--- config.mk ---
export PLATFORM = sky130hd
export DESIGN_NAME = hex_display_scanner
export DESIGN_NICKNAME = d
export VERILOG_FILES = /design/src/rtl/seg_pkg.sv /design/src/rtl/hex_seg_decoder.sv /design/src/rtl/hex_display_scanner.sv
export SDC_FILE = /design/constraint.sdc
export NUM_CORES = 1
export LEC_CHECK = 0
export ABC_AREA = 0
export CAP_MARGIN = 20
export CORE_ASPECT_RATIO = 0.9
export CORE_MARGIN = 1
export CORE_UTILIZATION = 45
export CTS_BUF_LIST = sky130_fd_sc_hd__clkbuf_8
export DETAILED_ROUTE_END_ITERATION = 7
export PLACE_DENSITY_LB_ADDON = 0.05
export SLEW_MARGIN = 5
export SYNTH_ARGS = -nofsm -noshare
export SYNTH_HDL_FRONTEND = slang
export SYNTH_HIERARCHICAL = 1
export SYNTH_SLANG_ARGS = --single-unit
export TNS_END_PERCENT = 20
--- constraint.sdc ---
create_clock -name clk -period 3.9 [get_ports clk]
set_clock_uncertainty 0.05 [all_clocks]
set_input_delay 0.78 -clock clk [delete_from_list [all_inputs] [get_ports clk]]
set_output_delay 0.78 -clock clk [all_outputs]
set_load 0.05 [all_outputs]
--- src/rtl/seg_pkg.sv ---
// Seven-segment code constants and the nibble decode.
// Codes are abcdefg, bit 0 = g; dp is appended outside.
package seg_pkg;

  localparam logic [6:0] SEG_0 = 7'h7E;
  localparam logic [6:0] SEG_1 = 7'h30;
  localparam logic [6:0] SEG_2 = 7'h6D;
  localparam logic [6:0] SEG_3 = 7'h79;
  localparam logic [6:0] SEG_4 = 7'h33;
  localparam logic [6:0] SEG_5 = 7'h5B;
  localparam logic [6:0] SEG_6 = 7'h5F;
  localparam logic [6:0] SEG_7 = 7'h70;
  localparam logic [6:0] SEG_8 = 7'h7F;
  localparam logic [6:0] SEG_9 = 7'h7B;
  localparam logic [6:0] SEG_A = 7'h77;
  localparam logic [6:0] SEG_B = 7'h1F;
  localparam logic [6:0] SEG_C = 7'h4E;
  localparam logic [6:0] SEG_D = 7'h3D;
  localparam logic [6:0] SEG_E = 7'h4F;
  localparam logic [6:0] SEG_F = 7'h47;

  function automatic logic [6:0] hex_to_seg(
    input logic [3:0] nib
  );
    logic [6:0] s;
    unique case (nib)
      4'h0: s = SEG_0;
      4'h1: s = SEG_1;
      4'h2: s = SEG_2;
      4'h3: s = SEG_3;
      4'h4: s = SEG_4;
      4'h5: s = SEG_5;
      4'h6: s = SEG_6;
      4'h7: s = SEG_7;
      4'h8: s = SEG_8;
      4'h9: s = SEG_9;
      4'hA: s = SEG_A;
      4'hB: s = SEG_B;
      4'hC: s = SEG_C;
      4'hD: s = SEG_D;
      4'hE: s = SEG_E;
      default: s = SEG_F;
    endcase
    return s;
  endfunction

endpackage

--- src/rtl/hex_seg_decoder.sv ---
// Combinational hex nibble to abcdefg decoder.
// Thin wrapper so the top muxes one nibble into one decoder.
module hex_seg_decoder
  import seg_pkg::*;
(
  input  logic [3:0] nibble,
  output logic [6:0] seg
);

  assign seg = hex_to_seg(nibble);

endmodule

--- src/rtl/hex_display_scanner.sv ---
// Multiplexed hex display scanner with frame-synced
// double buffering, zero blanking and dead time.
module hex_display_scanner
  import seg_pkg::*;
#(
  parameter int N_DIGITS       = 4,
  parameter int DIV            = 50000,
  parameter int DEAD           = 16,
  parameter bit SEG_ACTIVE_LOW = 1'b0,
  parameter bit DIG_ACTIVE_LOW = 1'b0
) (
  input  logic                  clk,
  input  logic                  rst_n,
  input  logic                  load,
  input  logic [4*N_DIGITS-1:0] value,
  input  logic [N_DIGITS-1:0]   dp,
  input  logic                  lz_en,
  output logic [7:0]            abcdefgh,
  output logic [N_DIGITS-1:0]   digit,
  output logic                  frame_done
);

  localparam int NW = 4 * N_DIGITS;
  localparam int CW = $clog2(DIV);
  localparam int IW =
    (N_DIGITS > 1) ? $clog2(N_DIGITS) : 1;
  localparam logic [CW-1:0] CNT_MAX = CW'(DIV - 1);
  localparam logic [IW-1:0] IDX_MAX = IW'(N_DIGITS - 1);
  localparam bit HAS_DEAD = (DEAD > 0);

  logic [CW-1:0]       cnt_q, cnt_d;
  logic [IW-1:0]       idx_q, idx_d;
  logic                fd_q, fd_d;
  logic [NW-1:0]       pend_val_q, pend_val_d;
  logic [N_DIGITS-1:0] pend_dp_q, pend_dp_d;
  logic                pend_lz_q, pend_lz_d;
  logic                pend_valid_q, pend_valid_d;
  logic [NW-1:0]       act_val_q, act_val_d;
  logic [N_DIGITS-1:0] act_dp_q, act_dp_d;
  logic                act_lz_q, act_lz_d;
  logic [7:0]          seg_q, seg_d;
  logic [N_DIGITS-1:0] dig_q, dig_d;

  logic                tick;
  logic                wrap;
  logic [3:0]          cur_nib;
  logic                cur_dp;
  logic                cur_blank;
  logic [6:0]          dec_seg;
  logic [N_DIGITS-1:0] blank;
  logic                zero_above;

  assign tick = (cnt_q == CNT_MAX);
  assign wrap = tick && (idx_q == IDX_MAX);

  // Prescaler, digit index and frame pulse.
  always_comb begin
    cnt_d = tick ? '0 : cnt_q + CW'(1);
    idx_d = idx_q;
    if (tick) begin
      idx_d = (idx_q == IDX_MAX) ? '0 : idx_q + IW'(1);
    end
    fd_d = wrap;
  end

  // Pending/active buffers; active only changes on wrap.
  always_comb begin
    pend_val_d   = pend_val_q;
    pend_dp_d    = pend_dp_q;
    pend_lz_d    = pend_lz_q;
    pend_valid_d = pend_valid_q;
    act_val_d    = act_val_q;
    act_dp_d     = act_dp_q;
    act_lz_d     = act_lz_q;
    if (load && wrap) begin
      act_val_d    = value;
      act_dp_d     = dp;
      act_lz_d     = lz_en;
      pend_valid_d = 1'b0;
    end else begin
      if (wrap && pend_valid_q) begin
        act_val_d    = pend_val_q;
        act_dp_d     = pend_dp_q;
        act_lz_d     = pend_lz_q;
        pend_valid_d = 1'b0;
      end
      if (load) begin
        pend_val_d   = value;
        pend_dp_d    = dp;
        pend_lz_d    = lz_en;
        pend_valid_d = 1'b1;
      end
    end
  end

  // Blank digits whose nibble and all above are zero.
  always_comb begin
    blank      = '0;
    zero_above = 1'b1;
    for (int i = N_DIGITS - 1; i >= 0; i--) begin
      zero_above = zero_above &&
        (act_val_q[4*i +: 4] == 4'h0);
      blank[i] = act_lz_q && (i > 0) && zero_above;
    end
  end

  // Select the nibble, dp and blank of the current slot.
  always_comb begin
    cur_nib   = 4'h0;
    cur_dp    = 1'b0;
    cur_blank = 1'b0;
    for (int i = 0; i < N_DIGITS; i++) begin
      if (idx_q == IW'(i)) begin
        cur_nib   = act_val_q[4*i +: 4];
        cur_dp    = act_dp_q[i];
        cur_blank = blank[i];
      end
    end
  end

  hex_seg_decoder u_dec (
    .nibble (cur_nib),
    .seg    (dec_seg)
  );

  // Next pin image: segments and dead-timed digit.
  always_comb begin
    seg_d = cur_blank ? 8'h00 : {dec_seg, cur_dp};
    dig_d = '0;
    if (!(HAS_DEAD && (cnt_q < CW'(DEAD)))) begin
      for (int i = 0; i < N_DIGITS; i++) begin
        dig_d[i] = (idx_q == IW'(i));
      end
    end
  end

  // State registers.
  always_ff @(posedge clk or negedge rst_n) begin
    if (!rst_n) begin
      cnt_q        <= '0;
      idx_q        <= '0;
      fd_q         <= 1'b0;
      pend_val_q   <= '0;
      pend_dp_q    <= '0;
      pend_lz_q    <= 1'b0;
      pend_valid_q <= 1'b0;
      act_val_q    <= '0;
      act_dp_q     <= '0;
      act_lz_q     <= 1'b0;
      seg_q        <= '0;
      dig_q        <= '0;
    end else begin
      cnt_q        <= cnt_d;
      idx_q        <= idx_d;
      fd_q         <= fd_d;
      pend_val_q   <= pend_val_d;
      pend_dp_q    <= pend_dp_d;
      pend_lz_q    <= pend_lz_d;
      pend_valid_q <= pend_valid_d;
      act_val_q    <= act_val_d;
      act_dp_q     <= act_dp_d;
      act_lz_q     <= act_lz_d;
      seg_q        <= seg_d;
      dig_q        <= dig_d;
    end
  end

  assign abcdefgh   = seg_q ^ {8{SEG_ACTIVE_LOW}};
  assign digit      = dig_q ^ {N_DIGITS{DIG_ACTIVE_LOW}};
  assign frame_done = fd_q;

endmodule

== After elaboration in Yosys (flattened, before gate mapping) ==
Memories as Yosys holds them, arrays and structs flattened.
Index checks and enable logic that the tools add are counted.

* Bits of input ports: 24
* ROM bits: 112
* Word-level logic and storage cells: 60
* Register bits after elaboration: 74
* Memories kept: 1

* Equal/unequal tests: 4
* Order comparisons: 1
* Bitwise logic cells: 1
* Reductions and logical operators: 15
* Mux-type cells: 24
* Add/subtract/negate cells: 2

{| class="wikitable"
|+ Memory list
! name !! depth !! bits a word !! rd ports !! clocked after Yosys merged registers in !! write ports !! line !! RTL
|-
| (name not given) || 16 || 7 || 1 || 0 || 0 || seg_pkg.sv:26 || <nowiki>unique case (nib)</nowiki>
|}

{| class="wikitable"
|+ Operator list
! operator !! count
|-
| 16-bit 2-to-1 mux || 3
|-
| 4-bit 2-to-1 mux || 7
|-
| 16-bit by 1-bit adder with 16-bit output, second input constant || 1
|-
| 16-bit equality test, second input constant || 1
|-
| 16-bit by 5-bit less-than comparator with 1-bit output, second input constant || 1
|-
| 4-bit logical NOT || 3
|-
| 1-bit 2-to-1 mux || 12
|-
| 1-bit logical AND || 8
|-
| 8-bit 2-to-1 mux || 1
|-
| 2-bit equality test, second input constant || 2
|-
| 3-bit nonzero test || 1
|-
| 2-bit by 1-bit adder with 2-bit output, second input constant || 1
|-
| 2-bit by 1-bit equality test with 1-bit output, second input constant || 1
|-
| 2-bit logical NOT || 1
|-
| 2-bit 2-to-1 mux || 1
|-
| 2-bit AND reduction || 1
|-
| 2-bit nonzero test || 1
|-
| 1-bit inverter || 1
|}

== Longest topological paths before layout ==
Gate-level depths: netlist (run 1).

* Depth in word-level cells: 8
* Gate-level depth with buffers: 10

== By module ==
The synthesis (run 1) kept the hierarchy.

{| class="wikitable"
|+ Modules (own cells, without submodules)
! module !! instances !! cells each !! area an instance (um^2)
|-
| hex_display_scanner || 1 || 334 || 3,599.7
|-
| hex_seg_decoder || 1 || 33 || 282.8
|}

== Worst setup path before layout (run 1) ==
OpenSTA, ideal clock, no wires.

* Kind: register to register
* Start: register idx_q[1]
* End: register seg_q[4] (netlist: abcdefgh[4])
* Setup time: 0.147 ns
* Data arrival time: 2.455 ns
* Cell stages (with the launch flop): 10
* Path buffers: 0
* Data required time: 3.703 ns
* Slack: 1.248 ns
* Period minus slack after synthesis: 2.652 ns
* Path through: dfrtp_1 > inv_1 > ha_1 > nor2b_1 > a221oi_1 > o31ai_1 > inv_1 > ha_1 > mux4_2 > nor2b_1

* Word-level cells in the longest chain between the ends: 7
* Elaborated cells on any way between the ends: 13
* Those cells by class: 3 x eq/ne; 8 x mux; 1 x reduce/logical; 1 x memory

{| class="wikitable"
|+ RTL lines
! element !! line !! RTL
|-
| start: declaration || hex_display_scanner.sv:32 || <nowiki>logic [IW-1:0] idx_q, idx_d;</nowiki>
|-
| start signal: assignment || hex_display_scanner.sv:154 || <nowiki>idx_q <= idx_d;</nowiki>
|-
| 2-bit logical NOT || hex_display_scanner.sv:113 || <nowiki>if (idx_q == IW'(i)) begin</nowiki>
|-
| 4-bit 2-to-1 mux (3 in series) || hex_display_scanner.sv:113 ||
|-
| 4-bit 2-to-1 mux (*) || hex_display_scanner.sv:113 ||
|-
| net cur_nib[0] || hex_display_scanner.sv:46 || <nowiki>logic [3:0] cur_nib;</nowiki>
|-
| memory 16 x 7 bit (*) || - ||
|-
| net dec_seg[3] || hex_display_scanner.sv:49 || <nowiki>logic [6:0] dec_seg;</nowiki>
|-
| 8-bit 2-to-1 mux (*) || hex_display_scanner.sv:128 || <nowiki>seg_d = cur_blank ? 8'h00 : {dec_seg, cur_dp};</nowiki>
|-
| net seg_d[4] || hex_display_scanner.sv:41 || <nowiki>logic [7:0] seg_q, seg_d;</nowiki>
|-
| end signal: assignment || hex_display_scanner.sv:163 || <nowiki>seg_q <= seg_d;</nowiki>
|-
| end: declaration || hex_display_scanner.sv:41 ||
|}

Mark *: on every way through the listed nets, which the timed path passes. The rest lies on a longest branch.
A chain may end at the register's enable or synchronous reset.

== Final worst setup path (run 1) ==
Ends and elaborated chain as after synthesis.

==> results_dict.tcl, run 1 <==
set metrics [dict create \
    final.setup.tns_ns 0 \
    power_density_nw_per_um2 365 \
    rsz0062_at_grt "no" \
    yosys.area.top_type "dfrtp_1" \
    postCtsSetupRepairBufs 0 \
    drc_errors 0 \
    path_class "reg2reg" \
    cts_tree "yes" \
    dp.cells 501 \
    relSlewSlack 0.354 \
    drv_cap 0 \
    std_cell_rows 31 \
    firstDrtPassIters 5 \
    syn_avg_cell_area_um2 10.6 \
    cts_sinks 74 \
    io_pins 37 \
    status "finished clean" \
    worstMarginPinSlew_ns 0.958 \
    cts-resized-gates 0 \
    finalSetupViolCount 0 \
    clkLatencyLatePin_ns 0.35 \
    ys_types 46 \
    antenna_found_initial 0 \
    fin_crit_sh 0.795 \
    synth_seq_cells 74 \
    swShare 0.262 \
    instances_no_fill 517 \
    worst-path-buf-inv 2 \
    nets 433 \
    vias_per_cell 5.41 \
    path_cells "inv_1, ha_1, nor2b_1, a221oi_1, o31ai_1, inv_1, ha_1, mux4_2, nor2b_1" \
    synth_edf_count 0 \
    hold_buffers 0 \
    area_growth_pct 16.1 \
    path_delay_family "compound AO/OA/AOI/OAI gates" \
    drive_gt1_frac 0.132 \
    crit_required_ns 4.05 \
    ys.warnings.count 6 \
    ir_drop_mv 0.212 \
    htreeDepth 3 \
    crit_slowest_cell "o31ai_1" \
    yosys.area.top_type_share 0.477 \
    die_h_um 90.1 \
    place.gp.congestion 0.801 \
    grt_max_degree 75 \
    drtIter0Drc 192 \
    report.final.slew_viol_count 0 \
    grt_util_all_layers 0.193 \
    syn-cell-area_um2 3880 \
    fp.dieArea_um2 9000 \
    grt_pass1_vias 2674 \
    grt_overflow 0 \
    ys.flop_type "dfrtp_1" \
    clockBufferDepth 2 \
    initial_core_util 0.472 \
    worst_hold_slack_ns 0.418 \
    final_cell_area_um2 4510 \
    async_flop_share 1.00 \
    cts_buffers 9 \
    crit_arrival_ns 3.25 \
    core_area_um2 8220 \
    timing.fmax_ghz 0.323 \
    cts_root_buf "clkbuf_8" \
    crit_fanout 8 \
    p_sw_uw 431 \
    leakagePower_nw 1.95 \
    drtAntennaViolNets 0 \
    crit_path_start_kind "register" \
    clock_power_share 0.357 \
    min_period_ns 3.10 \
    intPower_mw 1.22 \
    p_total_mw 1.65 \
    synth_nets 403 \
    pwr-share-comb 0.135 \
    wl_per_cell_um 15.1 \
    num_vias 2799 \
    synth_cells 367 \
    die_w_um 99.9 \
    hold_viol_final 0 \
    clk_pin_slew_ns 0.07 \
    slowest_delay_ns 0.53 \
    ys_top_cells_by_area "dfrtp_1 48%, mux2_4 7.7%, ha_1 3.9%, nand2_1 3.5%, nor2b_1 2.9%" \
    antenna_cells 0 \
    dp_hpwl_um 5300 \
    grt_first_pass_wirelength_um 13500 \
    io_buffers 36 \
    p_seq_frac 0.508 \
    hold_class "reg2reg" \
    wl_um 7820 \
    ys_seq_area_frac 0.477 \
    dpl_cell_area_um2 4310 \
    endpoint_kind "register" \
]
## synth_stat cells, types with 2 or more instances
master    instances
a211o_1           5
a21oi_1          15
a221oi_1          4
a22oi_1           2
and2_1            2
and3_1            3
buf_2             3
buf_6             3
clkbuf_1         15
dfrtp_1          74
ha_1             12
inv_1            23
mux2_2            5
mux2_4           20
mux2i_1           3
nand2_1          36
nand2b_1          2
nand3_1           8
nand4_1           5
nor2_1           16
nor2b_1          18
nor3_1            8
nor3b_1          12
nor4_1            4
o211ai_1          4
o21ai_0           6
o22a_1           12
o31a_1            4
o31ai_1          11
or3_1             3
or4_1             4
xnor2_1           5
xor2_1            7
## routing by layer
layer	GRT usage	up-vias	part of all wire
li1	-	1353	-
met1	0.280	1380	0.50
met2	0.276	55	0.45
met3	0.0544	11	0.035
met4	0.0625	0	0.014
met5	0	-	0
## power by group through the flow
stage                     logic (mW)  registers [mW]  clock network (mW)
after floorplan                0.120           0.875                   0
after global placement         0.223           0.851                   0
after detailed placement       0.225           0.852                   0
after CTS                      0.226           0.837               0.614
after global routing           0.244           0.842               0.643
final                          0.222           0.837               0.588
## cell families (layout without fill, tap and decap cells)
logic type	after synthesis	count (layout)	synth area share
xor+xnor	12	12	0.0271
fa+ha+maj	12	12	0.0387
flops	74	74	0.477
simple gates	125	125	0.170
buf+inv	47	82	0.0538
mux	29	29	0.105
compound gates	68	68	0.129
## final timing paths
check                                     startpoint  slack, ns  cells past startpoint                   endpoint
worst max register to register  idx_q[1]$_DFFE_PN0N_       0.80                      9      abcdefgh[4]$_DFF_PN0_
worst min register to register    cnt_q[0]$_DFF_PN0_       0.42                      1         cnt_q[0]$_DFF_PN0_
worst max-delay path            idx_q[1]$_DFFE_PN0N_       0.80                      9      abcdefgh[4]$_DFF_PN0_
worst min-delay path              cnt_q[0]$_DFF_PN0_       0.42                      1         cnt_q[0]$_DFF_PN0_
max in group asynchronous                      rst_n       2.68                      1  pend_val_q[8]$_DFFE_PN0P_
min in group asynchronous                      rst_n       0.50                      1         cnt_q[5]$_DFF_PN0_
## through the flow
step                 util  setup slack (ns)
detailed placement  0.524             0.794
finish              0.548             0.799
global route        0.548             0.590
global placement    0.524              1.05
CTS                 0.548             0.780
floorplan               -              1.25
## sequential cells by signal, summed over array words and instances, names as in the netlist
register and cells:
cnt_q 16, act_lz_q 1, pend_lz_q 1, digit 4, pend_valid_q 1, act_val_q 16
act_dp_q 4, pend_val_q 16, idx_q 2, frame_done 1, pend_dp_q 4, abcdefgh 8
## worst reg2reg max path, stage by stage, from the launching register on
cell and delay (ns):
dfrtp_1 0.39, inv_1 0.08, ha_1 0.28, nor2b_1 0.33, a221oi_1 0.14, o31ai_1 0.53
inv_1 0.21, ha_1 0.35, mux4_2 0.45, nor2b_1 0.14
## cell usage in the layout (no fill, tap or decap), types with 3 or more instances in the layout
cell type        Yosys  routed
a211o_1              5       5
a21oi_1             15      15
a221oi_1             4       4
and3_1               3       3
buf_4                1       7
clkbuf_8             0       9
clkdlybuf4s50_1      0      35
clkinv_2             0       3
dfrtp_1             74      74
ha_1                12      12
inv_1               23      23
mux2_2               5       5
mux2_4              20      20
mux2i_1              3       3
nand2_1             36      36
nand3_1              8       8
nand4_1              5       5
nor2_1              16      16
nor2b_1             18      18
nor3_1               8       8
nor3b_1             12      12
nor4_1               4       4
o211ai_1             4       4
o21ai_0              6       6
o22a_1              12      12
o31a_1               4       4
o31ai_1             11      11
or3_1                3       3
or4_1                4       4
xnor2_1              5       5
xor2_1               7       7
## final cells by class
type                    count  area [um2]
clock inverters             7        70.1
flip-flops and latches     74        1850
multi-input cells         246        1820
fillers                   770        3720
well taps                 115         144
inverters                  24        92.6
repair buffers             42         403
clock buffers               9         124
Power figures use the tool's default switching activity.
==> run 2, diff against run 1 <==
==> constraint.sdc (replaced) <==
create_clock -name clk -period 3.1 [get_ports clk]
set_clock_uncertainty 0.05 [all_clocks]
set_input_delay 0.62 -clock clk [delete_from_list [all_inputs] [get_ports clk]]
set_output_delay 0.62 -clock clk [all_outputs]
set_load 0.05 [all_outputs]
==> run 2 against run 1 <==
Global-route usage fell by 0.16 points. Fmax is 13% higher. First-iteration DRC count down 38%. Combinational power is 27% higher. Via count shrank 1.3%. Wire length increased by 1.5%. Register-to-register slack got worse by 0.45 ns. Sequential share of layout area rose by 0.068 points. Final area decreased by 0.17%. Cell count is 0.58% higher. Sequential cell count is the same. Critical endpoint unchanged. Largest power group unchanged.
==> results_dict.tcl, run 2 (synthesized netlist as in run 1, its figures left out) <==
set metrics [dict create \
    status "finished clean" \
    nets 437 \
    place_ws_ns 0.246 \
    wl_um 7940 \
    worst_hold_slack_ns 0.347 \
    postCtsSetupRepairBufs 0 \
    crit_required_ns 3.28 \
    die_w_um 99.9 \
    slowest_delay_ns 0.44 \
    worstMarginPinSlew_ns 0.934 \
    firstDrtPassIters 4 \
    cts_tree "yes" \
    nFillCells 742 \
    grt_overflow 0 \
    grt_max_degree 75 \
    clkLatencyLatePin_ns 0.34 \
    cts_buffers 9 \
    instances_no_fill 520 \
    cts_sinks 74 \
    hold_viol_final 0 \
    crit_slowest_cell "mux4_2" \
    pwr-share-comb 0.144 \
    power_density_nw_per_um2 434 \
    p_seq_frac 0.540 \
    num_vias 2764 \
    finalSetupViolCount 0 \
    crit_arrival_ns 2.93 \
    min_period_ns 2.75 \
    p_sw_uw 516 \
    hold_class "in2async" \
    drc_errors 0 \
    final_cell_area_um2 4500 \
    dp_hpwl_um 5240 \
    timing.fmax_ghz 0.364 \
    drtIter0Drc 120 \
    grt_util_all_layers 0.191 \
    wl_per_cell_um 15.3 \
    regToRegStartpoint "idx_q[0]$_DFFE_PN0N_" \
    drtAntennaViolNets 0 \
    antenna_cells 0 \
    io_buffers 36 \
    layout_common_cells "74 x dfrtp_1, 36 x nand2_1, 35 x clkdlybuf4s50_1" \
    leakagePower_nw 1.97 \
    clock_power_share 0.316 \
    clockBufferDepth 2 \
    place.gp.congestion 0.830 \
    dpl_cell_area_um2 4340 \
    vias_per_cell 5.32 \
    htreeDepth 3 \
    io_pins 37 \
    largestRegisters "act_val_q (16), cnt_q (16), pend_val_q (16)" \
    clk_pin_slew_ns 0.08 \
    std_cell_rows 31 \
    fp.dieArea_um2 9000 \
    report.final.slew_viol_count 0 \
    crit_start "idx_q[0]$_DFFE_PN0N_" \
    path_cells "ha_1, nor2b_1, a221oi_1, o31ai_2, inv_1, ha_1, mux4_2, nor2b_1" \
    drive_gt1_frac 0.136 \
    hold_buffers 0 \
    crit_fanout 8 \
    grt_pass1_vias 2616 \
    relSlewSlack 0.377 \
    area_growth_pct 15.9 \
    path_class "reg2reg" \
    fin_crit_sh 0.886 \
    cts_root_buf "clkbuf_8" \
    ir_drop_mv 0.194 \
    antenna_found_initial 0 \
    p_total_mw 1.95 \
    post-route-worst-setup-slack_ns 0.352 \
    dp.cells 505 \
    grt_first_pass_wirelength_um 13500 \
    rsz0062_at_grt "no" \
    crit_path_start_kind "register" \
    die_h_um 90.1 \
    endpoint_kind "register" \
    utilization 0.547 \
    core_area_um2 8220 \
    swShare 0.264 \
    final_common_cell "dfrtp_1" \
    final.setup.tns_ns 0 \
    cts-resized-gates 0 \
    intPower_mw 1.44 \
    drv_cap 0 \
    initial_core_util 0.472 \
]
run 2: path summary, 6_finish.rpt:
kind,endpoint,slack (ns),cells past startpoint
setup / recovery,abcdefgh[4]$_DFF_PN0_,0.35,8
hold / removal,cnt_q[6]$_DFF_PN0_,0.35,1
setup reg to reg,abcdefgh[4]$_DFF_PN0_,0.35,8
hold reg to reg,cnt_q[0]$_DFF_PN0_,0.42,1
max in group asynchronous,pend_val_q[12]$_DFFE_PN0P_,2.02,1
min in group clk,cnt_q[0]$_DFF_PN0_,0.42,1
run 2: final cells by class:
type | count | area (um2) | share of cell area
flip-flops and latches | 74 | 1850 | 0.412
inverters | 24 | 92.6 | 0.0206
clock inverters | 6 | 27.5 | 0.00612
well taps | 115 | 144 | 0.0320
multi-input cells | 246 | 1830 | 0.406
clock buffers | 9 | 124 | 0.0275
repair buffers | 46 | 433 | 0.0962
run 2: routing by layer:
| metal | global-route usage | routed length, um |
|---|---|---|
| met5 | 0 | 0 |
| met4 | 0.0662 | 122 |
| met3 | 0.0435 | 358 |
| met2 | 0.272 | 3430 |
| met1 | 0.284 | 4030 |
run 2: power groups by stage:
stage / sequential (mW) / clock, mW / combinational, mW
2_1_floorplan: 1.10 / 0 / 0.151
3_3_place_gp: 1.07 / 0 / 0.281
3_5_place_dp: 1.07 / 0 / 0.284
4_1_cts: 1.05 / 0.641 / 0.285
5_1_grt: 1.06 / 0.681 / 0.309
6_report: 1.05 / 0.618 / 0.281
run 2: critical path, delay by kind of cell, from the launching register on:
family | cells | cell delay, ns
muxes | 1 | 0.44
adders and majority gates | 2 | 0.63
DFF | 1 | 0.42
and+or+nand+nor | 2 | 0.46
AOI/OAI and AO/OA | 2 | 0.48
buffers and inverters | 1 | 0.17
